### src/rtl/vga_text_arbiter_pkg.sv
// Shared constants, command encodings and state type for the text-mode
// character RAM arbiter. Optional clear support: VGA_TXT_CLEAR_EN.
package vga_txt_pkg;

  localparam int COLS   = 80;
  localparam int ROWS   = 30;
  localparam int CELLS  = 2400;
  localparam int ADDR_W = 12;
  localparam int ROW_W  = 5;
  localparam int COL_W  = 7;

  typedef enum logic [1:0] {
    CMD_WRITE      = 2'b00,
    CMD_SET_CURSOR = 2'b01,
    CMD_CLEAR      = 2'b10,
    CMD_NEWLINE    = 2'b11
  } host_cmd_e;

  typedef enum logic {
    ST_IDLE  = 1'b0,
    ST_CLEAR = 1'b1
  } state_e;

  // row*80 as two shifts and an add, so no multiplier is inferred
  function automatic logic [ADDR_W-1:0] row_base(input logic [ROW_W-1:0] row);
    logic [ADDR_W-1:0] r;
    r = ADDR_W'(row);
    return (r << 6) + (r << 4);
  endfunction

endpackage

### src/rtl/vga_text_arbiter_if.sv
// Bus bundle between the arbiter, the display fetch path, the host command
// port and the character RAM. The arbiter takes the slave side.
interface vga_text_arbiter_if;
  import vga_txt_pkg::*;

  logic              disp_req;
  logic [ADDR_W-1:0] disp_addr;
  logic [7:0]        disp_data;
  logic              disp_valid;

  logic              host_valid;
  logic              host_ready;
  logic [1:0]        host_cmd;
  logic [ADDR_W-1:0] host_data;

  logic              ram_en;
  logic              ram_we;
  logic [ADDR_W-1:0] ram_addr;
  logic [7:0]        ram_wdata;
  logic [7:0]        ram_rdata;

  modport master (
    output disp_req, disp_addr, host_valid, host_cmd, host_data, ram_rdata,
    input  disp_data, disp_valid, host_ready, ram_en, ram_we, ram_addr, ram_wdata
  );

  modport slave (
    input  disp_req, disp_addr, host_valid, host_cmd, host_data, ram_rdata,
    output disp_data, disp_valid, host_ready, ram_en, ram_we, ram_addr, ram_wdata
  );

endinterface

### src/rtl/vga_text_arbiter_cursor.sv
// Text cursor: row/col counters plus a registered linear address.
// Handles advance with wrap, newline, range-checked load and zeroing.
module vga_txt_cursor
  import vga_txt_pkg::*;
(
  input  logic              clk,
  input  logic              rst_n,
  input  logic              advance,
  input  logic              newline,
  input  logic              load,
  input  logic              clear,
  input  logic [ROW_W-1:0]  load_row,
  input  logic [COL_W-1:0]  load_col,
  output logic [ADDR_W-1:0] cursor_addr
);

  logic [ROW_W-1:0] row, row_next, row_inc;
  logic [COL_W-1:0] col, col_next;
  logic             in_range;

  assign in_range = (load_row < ROW_W'(ROWS)) && (load_col < COL_W'(COLS));
  assign row_inc  = (row == ROW_W'(ROWS - 1)) ? '0 : row + ROW_W'(1);

  // Next row/col; out-of-range loads are swallowed without moving the cursor
  always_comb begin
    row_next = row;
    col_next = col;
    if (clear) begin
      row_next = '0;
      col_next = '0;
    end else if (load) begin
      if (in_range) begin
        row_next = load_row;
        col_next = load_col;
      end
    end else if (advance) begin
      if (col == COL_W'(COLS - 1)) begin
        col_next = '0;
        row_next = row_inc;
      end else begin
        col_next = col + COL_W'(1);
      end
    end else if (newline) begin
      col_next = '0;
      row_next = row_inc;
    end
  end

  // Registers the counters and the linear address derived from their next value
  always_ff @(posedge clk) begin
    if (!rst_n) begin
      row         <= '0;
      col         <= '0;
      cursor_addr <= '0;
    end else begin
      row         <= row_next;
      col         <= col_next;
      cursor_addr <= row_base(row_next) + ADDR_W'(col_next);
    end
  end

endmodule

### src/rtl/vga_text_arbiter.sv
// Character RAM arbiter: display fetches always win the single RAM port,
// host commands write through a maintained cursor. The screen-clear
// sequencer and busy flag exist only when VGA_TXT_CLEAR_EN is defined.
module vga_text_arbiter
  import vga_txt_pkg::*;
#(
  parameter logic [7:0] FILL_CHAR = 8'h20
) (
  input  logic              clk,
  input  logic              rst_n,
  vga_text_arbiter_if.slave bus,
  output logic [ADDR_W-1:0] cursor_addr,
  output logic              busy
);

  state_e            state;
  host_cmd_e         cmd;
  logic              accept;
  logic              clr_write;
  logic              clr_done;
  logic [ADDR_W-1:0] clr_addr;
  logic              disp_valid_q;

  assign cmd            = host_cmd_e'(bus.host_cmd);
  assign bus.host_ready = rst_n & (state == ST_IDLE) & ~bus.disp_req;
  assign accept         = bus.host_valid & bus.host_ready;

`ifdef VGA_TXT_CLEAR_EN
  state_e            state_next;
  logic [ADDR_W-1:0] clr_addr_next;

  // State and fill-address registers
  always_ff @(posedge clk) begin
    if (!rst_n) begin
      state    <= ST_IDLE;
      clr_addr <= '0;
    end else begin
      state    <= state_next;
      clr_addr <= clr_addr_next;
    end
  end

  // Fill one cell per free cycle; a display fetch simply holds the address
  always_comb begin
    state_next    = state;
    clr_addr_next = clr_addr;
    clr_write     = 1'b0;
    clr_done      = 1'b0;
    if (state == ST_IDLE) begin
      if (accept && cmd == CMD_CLEAR) begin
        state_next    = ST_CLEAR;
        clr_addr_next = '0;
      end
    end else if (!bus.disp_req) begin
      clr_write = 1'b1;
      if (clr_addr == ADDR_W'(CELLS - 1)) begin
        clr_done   = 1'b1;
        state_next = ST_IDLE;
      end else begin
        clr_addr_next = clr_addr + ADDR_W'(1);
      end
    end
  end

  assign busy = (state == ST_CLEAR);
`else
  assign state     = ST_IDLE;
  assign clr_write = 1'b0;
  assign clr_done  = 1'b0;
  assign clr_addr  = '0;
  assign busy      = 1'b0;
`endif

  // RAM port mux: fetch first, then clear fill, then host write
  always_comb begin
    bus.ram_en    = 1'b0;
    bus.ram_we    = 1'b0;
    bus.ram_addr  = '0;
    bus.ram_wdata = '0;
    if (rst_n) begin
      if (bus.disp_req) begin
        bus.ram_en   = 1'b1;
        bus.ram_addr = bus.disp_addr;
      end else if (clr_write) begin
        bus.ram_en    = 1'b1;
        bus.ram_we    = 1'b1;
        bus.ram_addr  = clr_addr;
        bus.ram_wdata = FILL_CHAR;
      end else if (accept && cmd == CMD_WRITE) begin
        bus.ram_en    = 1'b1;
        bus.ram_we    = 1'b1;
        bus.ram_addr  = cursor_addr;
        bus.ram_wdata = bus.host_data[7:0];
      end
    end
  end

  // Fetch data arrives one cycle after the request, matching RAM latency
  always_ff @(posedge clk) begin
    if (!rst_n) begin
      disp_valid_q <= 1'b0;
    end else begin
      disp_valid_q <= bus.disp_req;
    end
  end

  assign bus.disp_valid = disp_valid_q;
  assign bus.disp_data  = bus.ram_rdata;

  vga_txt_cursor u_cursor (
    .clk         (clk),
    .rst_n       (rst_n),
    .advance     (accept && cmd == CMD_WRITE),
    .newline     (accept && cmd == CMD_NEWLINE),
    .load        (accept && cmd == CMD_SET_CURSOR),
    .clear       (clr_done),
    .load_row    (bus.host_data[11:7]),
    .load_col    (bus.host_data[6:0]),
    .cursor_addr (cursor_addr)
  );

endmodule

### src/flat_wrapper.sv
// flat-port wrapper written by rule: the top's interface ports become plain ports
module vga_text_arbiter_flat import vga_txt_pkg::*;
#(
  parameter logic [7:0] FILL_CHAR = 8'h20
)
  (clk, rst_n, cursor_addr, busy, bus_disp_req, bus_disp_addr, bus_host_valid, bus_host_cmd, bus_host_data, bus_ram_rdata, bus_disp_data, bus_disp_valid, bus_host_ready, bus_ram_en, bus_ram_we, bus_ram_addr, bus_ram_wdata);
  vga_text_arbiter_if bus_i ();
  input  logic clk;
  input  logic rst_n;
  output logic [ADDR_W-1:0] cursor_addr;
  output logic busy;
  input wire logic [$bits(bus_i.disp_req)-1:0] bus_disp_req;
  input wire logic [$bits(bus_i.disp_addr)-1:0] bus_disp_addr;
  input wire logic [$bits(bus_i.host_valid)-1:0] bus_host_valid;
  input wire logic [$bits(bus_i.host_cmd)-1:0] bus_host_cmd;
  input wire logic [$bits(bus_i.host_data)-1:0] bus_host_data;
  input wire logic [$bits(bus_i.ram_rdata)-1:0] bus_ram_rdata;
  output wire logic [$bits(bus_i.disp_data)-1:0] bus_disp_data;
  output wire logic [$bits(bus_i.disp_valid)-1:0] bus_disp_valid;
  output wire logic [$bits(bus_i.host_ready)-1:0] bus_host_ready;
  output wire logic [$bits(bus_i.ram_en)-1:0] bus_ram_en;
  output wire logic [$bits(bus_i.ram_we)-1:0] bus_ram_we;
  output wire logic [$bits(bus_i.ram_addr)-1:0] bus_ram_addr;
  output wire logic [$bits(bus_i.ram_wdata)-1:0] bus_ram_wdata;
  assign bus_i.disp_req = bus_disp_req;
  assign bus_i.disp_addr = bus_disp_addr;
  assign bus_i.host_valid = bus_host_valid;
  assign bus_i.host_cmd = bus_host_cmd;
  assign bus_i.host_data = bus_host_data;
  assign bus_i.ram_rdata = bus_ram_rdata;
  assign bus_disp_data = bus_i.disp_data;
  assign bus_disp_valid = bus_i.disp_valid;
  assign bus_host_ready = bus_i.host_ready;
  assign bus_ram_en = bus_i.ram_en;
  assign bus_ram_we = bus_i.ram_we;
  assign bus_ram_addr = bus_i.ram_addr;
  assign bus_ram_wdata = bus_i.ram_wdata;
  vga_text_arbiter #(.FILL_CHAR(FILL_CHAR)) u_core (.clk(clk), .rst_n(rst_n), .bus(bus_i), .cursor_addr(cursor_addr), .busy(busy));
endmodule
### config.mk
export PLATFORM = sky130hd
export DESIGN_NAME = vga_text_arbiter_flat
export DESIGN_NICKNAME = d
export VERILOG_FILES = /design/src/rtl/vga_text_arbiter_pkg.sv /design/src/rtl/vga_text_arbiter_if.sv /design/src/rtl/vga_text_arbiter_cursor.sv /design/src/rtl/vga_text_arbiter.sv /design/src/flat_wrapper.sv
export SDC_FILE = /design/constraint.sdc
export NUM_CORES = 1
export LEC_CHECK = 0
export BUFFER_PORTS_ARGS = -buffer_cell sky130_fd_sc_hd__buf_2
export CAP_MARGIN = 20
export CORE_ASPECT_RATIO = 0.8
export CORE_UTILIZATION = 30
export DETAILED_ROUTE_END_ITERATION = 7
export GPL_ROUTABILITY_DRIVEN = 0
export HOLD_SLACK_MARGIN = 0.1
export SLEW_MARGIN = 10
export SYNTH_ARGS = -nofsm -noshare
export SYNTH_HDL_FRONTEND = slang
export SYNTH_HIERARCHICAL = 1
export SYNTH_SLANG_ARGS = --single-unit
export TNS_END_PERCENT = 100
### constraint.sdc
create_clock -name clk -period 5.3 [get_ports clk]
set_input_delay 1.06 -clock clk [delete_from_list [all_inputs] [get_ports clk]]
set_output_delay 1.06 -clock clk [all_outputs]
set_load 0.05 [all_outputs]
; Word level (Yosys, flattened, before mapping)
; Index checks and enable logic that the tools add are counted.
[word_totals]
ff_bits = 25
in_bits = 38
output_inout_bits = 45
wordCells = 44
[op_classes]
n_addsub = 4
n_lt_le_gt_ge = 2
eq_ne = 4
mux = 22
bitwise = 3
reduce_logical = 5
[ops]
columns = op, n
row1 = $mux 12, 3
row2 = $mux 7, 5
row3 = $mux 5, 6
row4 = $mux 8, 3
row5 = $add 11x9->12, 1
row6 = $add 12x7->12, 1
row7 = $add 7x1->7 const B, 1
row8 = $eq 7x7->1 const B, 1
row9 = $lt 7x7->1 const B, 1
row10 = $add 5x1->5 const B, 1
row11 = $eq 5x5->1 const B, 1
row12 = $lt 5x5->1 const B, 1
row13 = $mux 1, 5
row14 = $logic_and 1x1->1, 4
row15 = $and 1x1->1, 2
row16 = $eq 2x1->1 const B, 1
row17 = $eq 2x2->1 const B, 1
row18 = $logic_not 2->1, 1
row19 = $not 1->1, 1

; Longest topological paths before layout
[logic_depth]
word_depth = 9
depth_mapped = 19
mapped_depth_nobuf = 16

; By module
; Netlist, hierarchy kept.
[modules_own_cells]
columns = mod, n_inst, cells_each, area_per_inst_um2, seq_area_each_um2
row1 = vga_txt_cursor, 1, 186, 1572.8, 400.4
row2 = vga_text_arbiter, 1, 47, 371.6, 20.0

; Worst setup path after synthesis
; OpenSTA, ideal clock, no wires.
[synth_path]
path_kind = input-to-reg
from = input port bus_disp_req
to = register u_core.u_cursor.cursor_addr[10]
setup_ps = 121
t_arrival_ps = 4457
required_time_ps = 5179
setup_slack_ps = 722
path_stages = 18
path_buffers = 3
path_cell_list = and3b_1 buf_6 buf_2 and2_1 buf_2 nor2b_1 a21o_4 mux2i_1 mux2_2 or2_1 fa_1 inv_1 ha_1 a211oi_1 o21bai_1 a21oi_1 nor2_1 mux2_4
[synth_via]
elab_chain_len = 9
elab_cells_between_ends = 14
cone_classes = add/sub: 2 / mux: 6 / bitwise: 3 / reduce/logical: 3
[synth_rtl]
columns = item, line
row1 = from (decl), flat_wrapper.sv:12  ; input wire logic [$bits(bus_i.disp_req)-1:0] bus_disp_req;
row2 = $not 1->1 (*), vga_text_arbiter.sv:25  ; assign bus.host_ready = rst_n & (state == ST_IDLE) & ~bus.disp_req;
row3 = $and 1x1->1 (*), vga_text_arbiter.sv:25
row4 = $and 1x1->1 (*), vga_text_arbiter.sv:26  ; assign accept = bus.host_valid & bus.host_ready;
row5 = $logic_and 1x1->1, vga_text_arbiter.sv:114  ; .newline (accept && cmd == CMD_NEWLINE),
row6 = $mux 5, vga_text_arbiter_cursor.sv:43  ; end else if (newline) begin
row7 = $mux 5, vga_text_arbiter_cursor.sv:36  ; end else if (advance) begin
row8 = $mux 5, vga_text_arbiter_cursor.sv:31  ; end else if (load) begin
row9 = $add 11x9->12, vga_text_arbiter_pkg.sv:28  ; return (r << 6) + (r << 4);
row10 = $add 12x7->12 (*), vga_text_arbiter_cursor.sv:58  ; cursor_addr <= row_base(row_next) + ADDR_W'(col_next);
row11 = to (signal assigned), vga_text_arbiter_cursor.sv:58
row12 = to (decl), vga_text_arbiter_cursor.sv:14  ; output logic [ADDR_W-1:0] cursor_addr
; Mark *: on every way between the ends. The rest lies on a longest branch, timed or not.
; A chain may end at the register's enable or synchronous reset.

; Final worst setup path
[layout_path]
from = input port rst_n
to = register u_core.u_cursor.cursor_addr[10]
[layout_via]
elab_chain_len = 8
elab_cells_between_ends = 13
cone_classes = add/sub: 2 / mux: 6 / bitwise: 2 / reduce/logical: 3
[layout_rtl]
columns = item, line
row1 = from (decl), flat_wrapper.sv:9  ; input logic rst_n;
row2 = $and 1x1->1, vga_text_arbiter.sv:25
row3 = $and 1x1->1, vga_text_arbiter.sv:26
row4 = $logic_and 1x1->1, vga_text_arbiter.sv:114
row5 = $mux 5, vga_text_arbiter_cursor.sv:43
row6 = $mux 5, vga_text_arbiter_cursor.sv:36
row7 = $mux 5, vga_text_arbiter_cursor.sv:31
row8 = $add 11x9->12, vga_text_arbiter_pkg.sv:28
row9 = $add 12x7->12, vga_text_arbiter_cursor.sv:58
; Several ways; a longest one is shown, not always the timed one.

==> metrics.md <==
| Metric | Value |
|---|---|
| Outcome | `finished, final reports clean` |
| Reg-to-Reg Start | `u_core/u_cursor/cursor_addr[0]` |
| WL final | `between 5 and 6 mm` |
| Cell Int Power | `0.000240 W` |
| Post-synth ARST share | `0%` |
| Clock power frac | `between 30% and 40%` |
| CP arrival | `~4.6 ns` |
| Cell area after synthesis | `1940 sq um` |
| PortBufs | `65` |
| Post-route minimum period | `between 4 and 5 ns` |
| Vias in the first global route | `1783` |
| DP Worst Slack | `approximately 0.63 ns` |
| Initial antenna violation count | `0` |
| Slew of the pin with the lowest slew margin | `between 0.5 and 0.6 ns` |
| Most common cell after layout, fill and taps aside | `buf_2` |
| Crit path capture type | `flop` |
| Clock sinks | `21` |
| Synthesized area per cell | `roughly 8.3 sq um` |
| #FFs+latches synth | `21` |
| Setup slack after layout | `0.912 ns` |
| Final hold slack | `just over 0.6 ns` |
| Resize count post-CTS | `0` |
| Drt drc | `0` |
| Post-synth EDFFs | `0` |
| Die Wd | `92.0 um` |
| Synth Area in XOR/XNOR | `less than 1%` |
| First-pass GRT wire length | `8.62 mm` |
| Die H | `~74 um` |
| CTS buffer count | `3` |
| Largest family of logic cells by synthesized area | `compound AO/OA/AOI/OAI gates` |
| Share of layout cells above drive strength 1 | `a little under a third` |
| Worst R2R Path Depth | `14` |
| # Max-Cap Violations | `0` |
| Clock insertion delay at the later pin of the skew report | `approximately 0.27 ns` |
| Hold Path Class | `reg -> reg` |
| ANT nets after route | `0` |
| Vias after detailed routing | `1905` |
| WHS Endpoint | `u_core/u_cursor/cursor_addr[1]` |
| Fmax | `between 0.2 and 0.25 GHz` |
| Post-Synth Simple-Gate Area | `24.2%` |
| Largest net degree at the start of global routing | `23` |
| Reg clk slew, reported paths | `0.09 ns` |
| Warnings, synthesis | `6` |
| Crit path required time | `5.47 ns` |
| Initial Util | `between 30% and 40%` |
| Logic pwr share | `a little under a quarter` |
| Row cnt | `25` |
| Total die area | `slightly below 7000 sq um` |
| Max FO, Critical Path | `10` |
| Hold bufs inserted after CTS | `0` |
| Register area share after synthesis | `~22%` |
| FF-to-FF End | `u_core/u_cursor/cursor_addr[10]` |
| CTS HTree Levels | `1` |
| HP Start | `u_core/u_cursor/cursor_addr[1]` |
| Post-CTS Setup Inserts | `0` |
| Clock Skew | `0.00565 ns` |
| CTS tree | `built` |
| GRT Overall Usage | `between 15 and 20%` |
| Worst setup SP type | `input pin` |
| Switching power | `0.000120 W` |
| Peak VDD IR | `0.0688 mV` |
| Synth Area in Adders | `9.78%` |
| Fin nets | `between 300 and 400` |
| Antenna diode count | `0` |
| HPWL Detailed | `3.98 mm` |
| Post-synthesis compound-gate area fraction | `between 20% and 30%` |
| Maximum root-to-sink buffer count | `2` |
| Core area | `between 6000 and 7000 sq um` |
| Post-Syn Instances | `233` |
| Setup TNS | `0 ns` |
| RSZ-0062 raised after global routing | `no` |
| Fin crit share | `slightly above 80%` |
| Hold Vio Cnt, Final | `0` |
| Most common flop cell mapped by yosys | `dfxtp_1` |
| Leakage power | `1.08 nW` |
| Netlist cell types | `57` |
| Hold path depth | `2` |
| Power Dens Cells | `around 160 nW/um^2` |
| Slew Viols, Final | `0` |
| Fill count | `632` |
| Avg WL per Cell | `13.9 um` |
| Sw Ratio | `33.4%` |
| Clk root buf | `clkbuf_8` |
| Final setup fails | `0` |
| Worst Path Class, Setup | `in -> reg` |
| Via-to-Cell Ratio | `approximately 5.2` |
| P&R area growth vs syn | `17.2%` |
| Highest-count cells in the layout ignoring fill and taps | `65 x buf_2, 21 x dfxtp_1, 18 x nor2_1` |
| Slew HR | `66.2%` |
| Initial DRC Count | `roughly 100` |
| Part of the power in registers | `between 40 and 50%` |
| R2r setup slk | `between 1 and 1.5 ns` |
| Global route total overflow | `0` |
| 1st-pass router iterations | `4` |
| # IOs | `83` |
| Post-synthesis mux area share | `3.93%` |
cells in the mapped netlist (5+ instances only):
cell type	n	area, sq um
a32o_1	12	120
ha_1	12	150
nand2_1	15	56.3
a21oi_1	13	65.1
mux2i_1	5	50.1
dfxtp_1	21	420
and2_1	7	43.8
o21ai_0	5	25.0
buf_4	13	97.6
nor2_1	18	67.6
buf_2	6	30.0
nor2b_1	7	43.8
and3_1	12	75.1
inv_1	12	45.0
a311oi_1	5	43.8
worst max-delay path, cell delays in order:
cell and delay (ns):
buf_2 0.15, and3b_1 0.21, and2_1 0.17, and4_1 0.24, a21o_4 0.24, mux2i_1 0.12
mux2_2 0.29, or2_1 0.23, fa_1 0.59, inv_1 0.06, ha_1 0.30, a211oi_1 0.29
o21bai_1 0.12, a21oi_1 0.17, nor2_1 0.05, mux2_4 0.26
per-layer routing:
metal / global-route usage, % / vias to the layer above / part of all wire (%)
li1: - / 945 / -
met1: 21.3 / 886 / 47
met2: 25.9 / 66 / 45
met3: 3.68 / 8 / 6.4
met4: 3.82 / 0 / 1.1
met5: 0 / - / 0
cells by family after synthesis:
kind of cell    after synthesis
compound gates               67
xor+xnor                      1
fa+ha+maj                    14
buf+inv                      40
flops                        21
mux                           7
other cells                   1
simple gates                 82
through the flow:
step / power (W) / area, sq um / utilization (%) / instances
finish: 0.000360 / 2280 / 37.6 / 364
global route: 0.000381 / 2280 / 37.6 / 364
CTS: 0.000365 / 2280 / 37.6 / 364
detailed placement: 0.000251 / 2230 / 36.8 / 360
global placement: 0.000251 / 2230 / 36.8 / 360
floorplan: 0.000244 / 1960 / - / 236
state kept, by name, summed over array words and instances (netlist names):
register / count
u_core/u_cursor/col: 3
u_core/bus.disp_valid: 1
u_core/u_cursor/cursor_addr: 12
u_core/u_cursor/row: 5
cell type report:
class	count	area [sq um]	share of cell area [%]
tap	81	101	4.45
inverter	13	52.6	2.31
timing repair buffer	70	363	15.9
clock buffer	3	41.3	1.81
sequential	21	420	18.4
multi-input combinational	175	1290	56.8
clock inverter	1	7.51	0.329
power by group through the flow:
stage                     clock [W]  sequential (W)  combinational (W)
after floorplan                   0        0.000168          0.0000754
after global placement            0        0.000165          0.0000861
after detailed placement          0        0.000165          0.0000865
after CTS                  0.000117        0.000161          0.0000868
after global routing       0.000125        0.000162          0.0000944
final                      0.000113        0.000161          0.0000864
worst max path at each step:
stage / startpoint / end / slack (ns) / cells after the start
floorplan: bus_disp_req / u_core/u_cursor/cursor_addr[10] / 0.72 / 18
CTS: rst_n / u_core/u_cursor/cursor_addr[10] / 0.91 / 16
global placement: rst_n / u_core/u_cursor/cursor_addr[10] / 0.70 / 16
finish: rst_n / u_core/u_cursor/cursor_addr[10] / 0.91 / 16
detailed placement: rst_n / u_core/u_cursor/cursor_addr[10] / 0.63 / 16
global route: rst_n / u_core/u_cursor/cursor_addr[10] / 0.52 / 16
(Power assumes the default switching activity.)
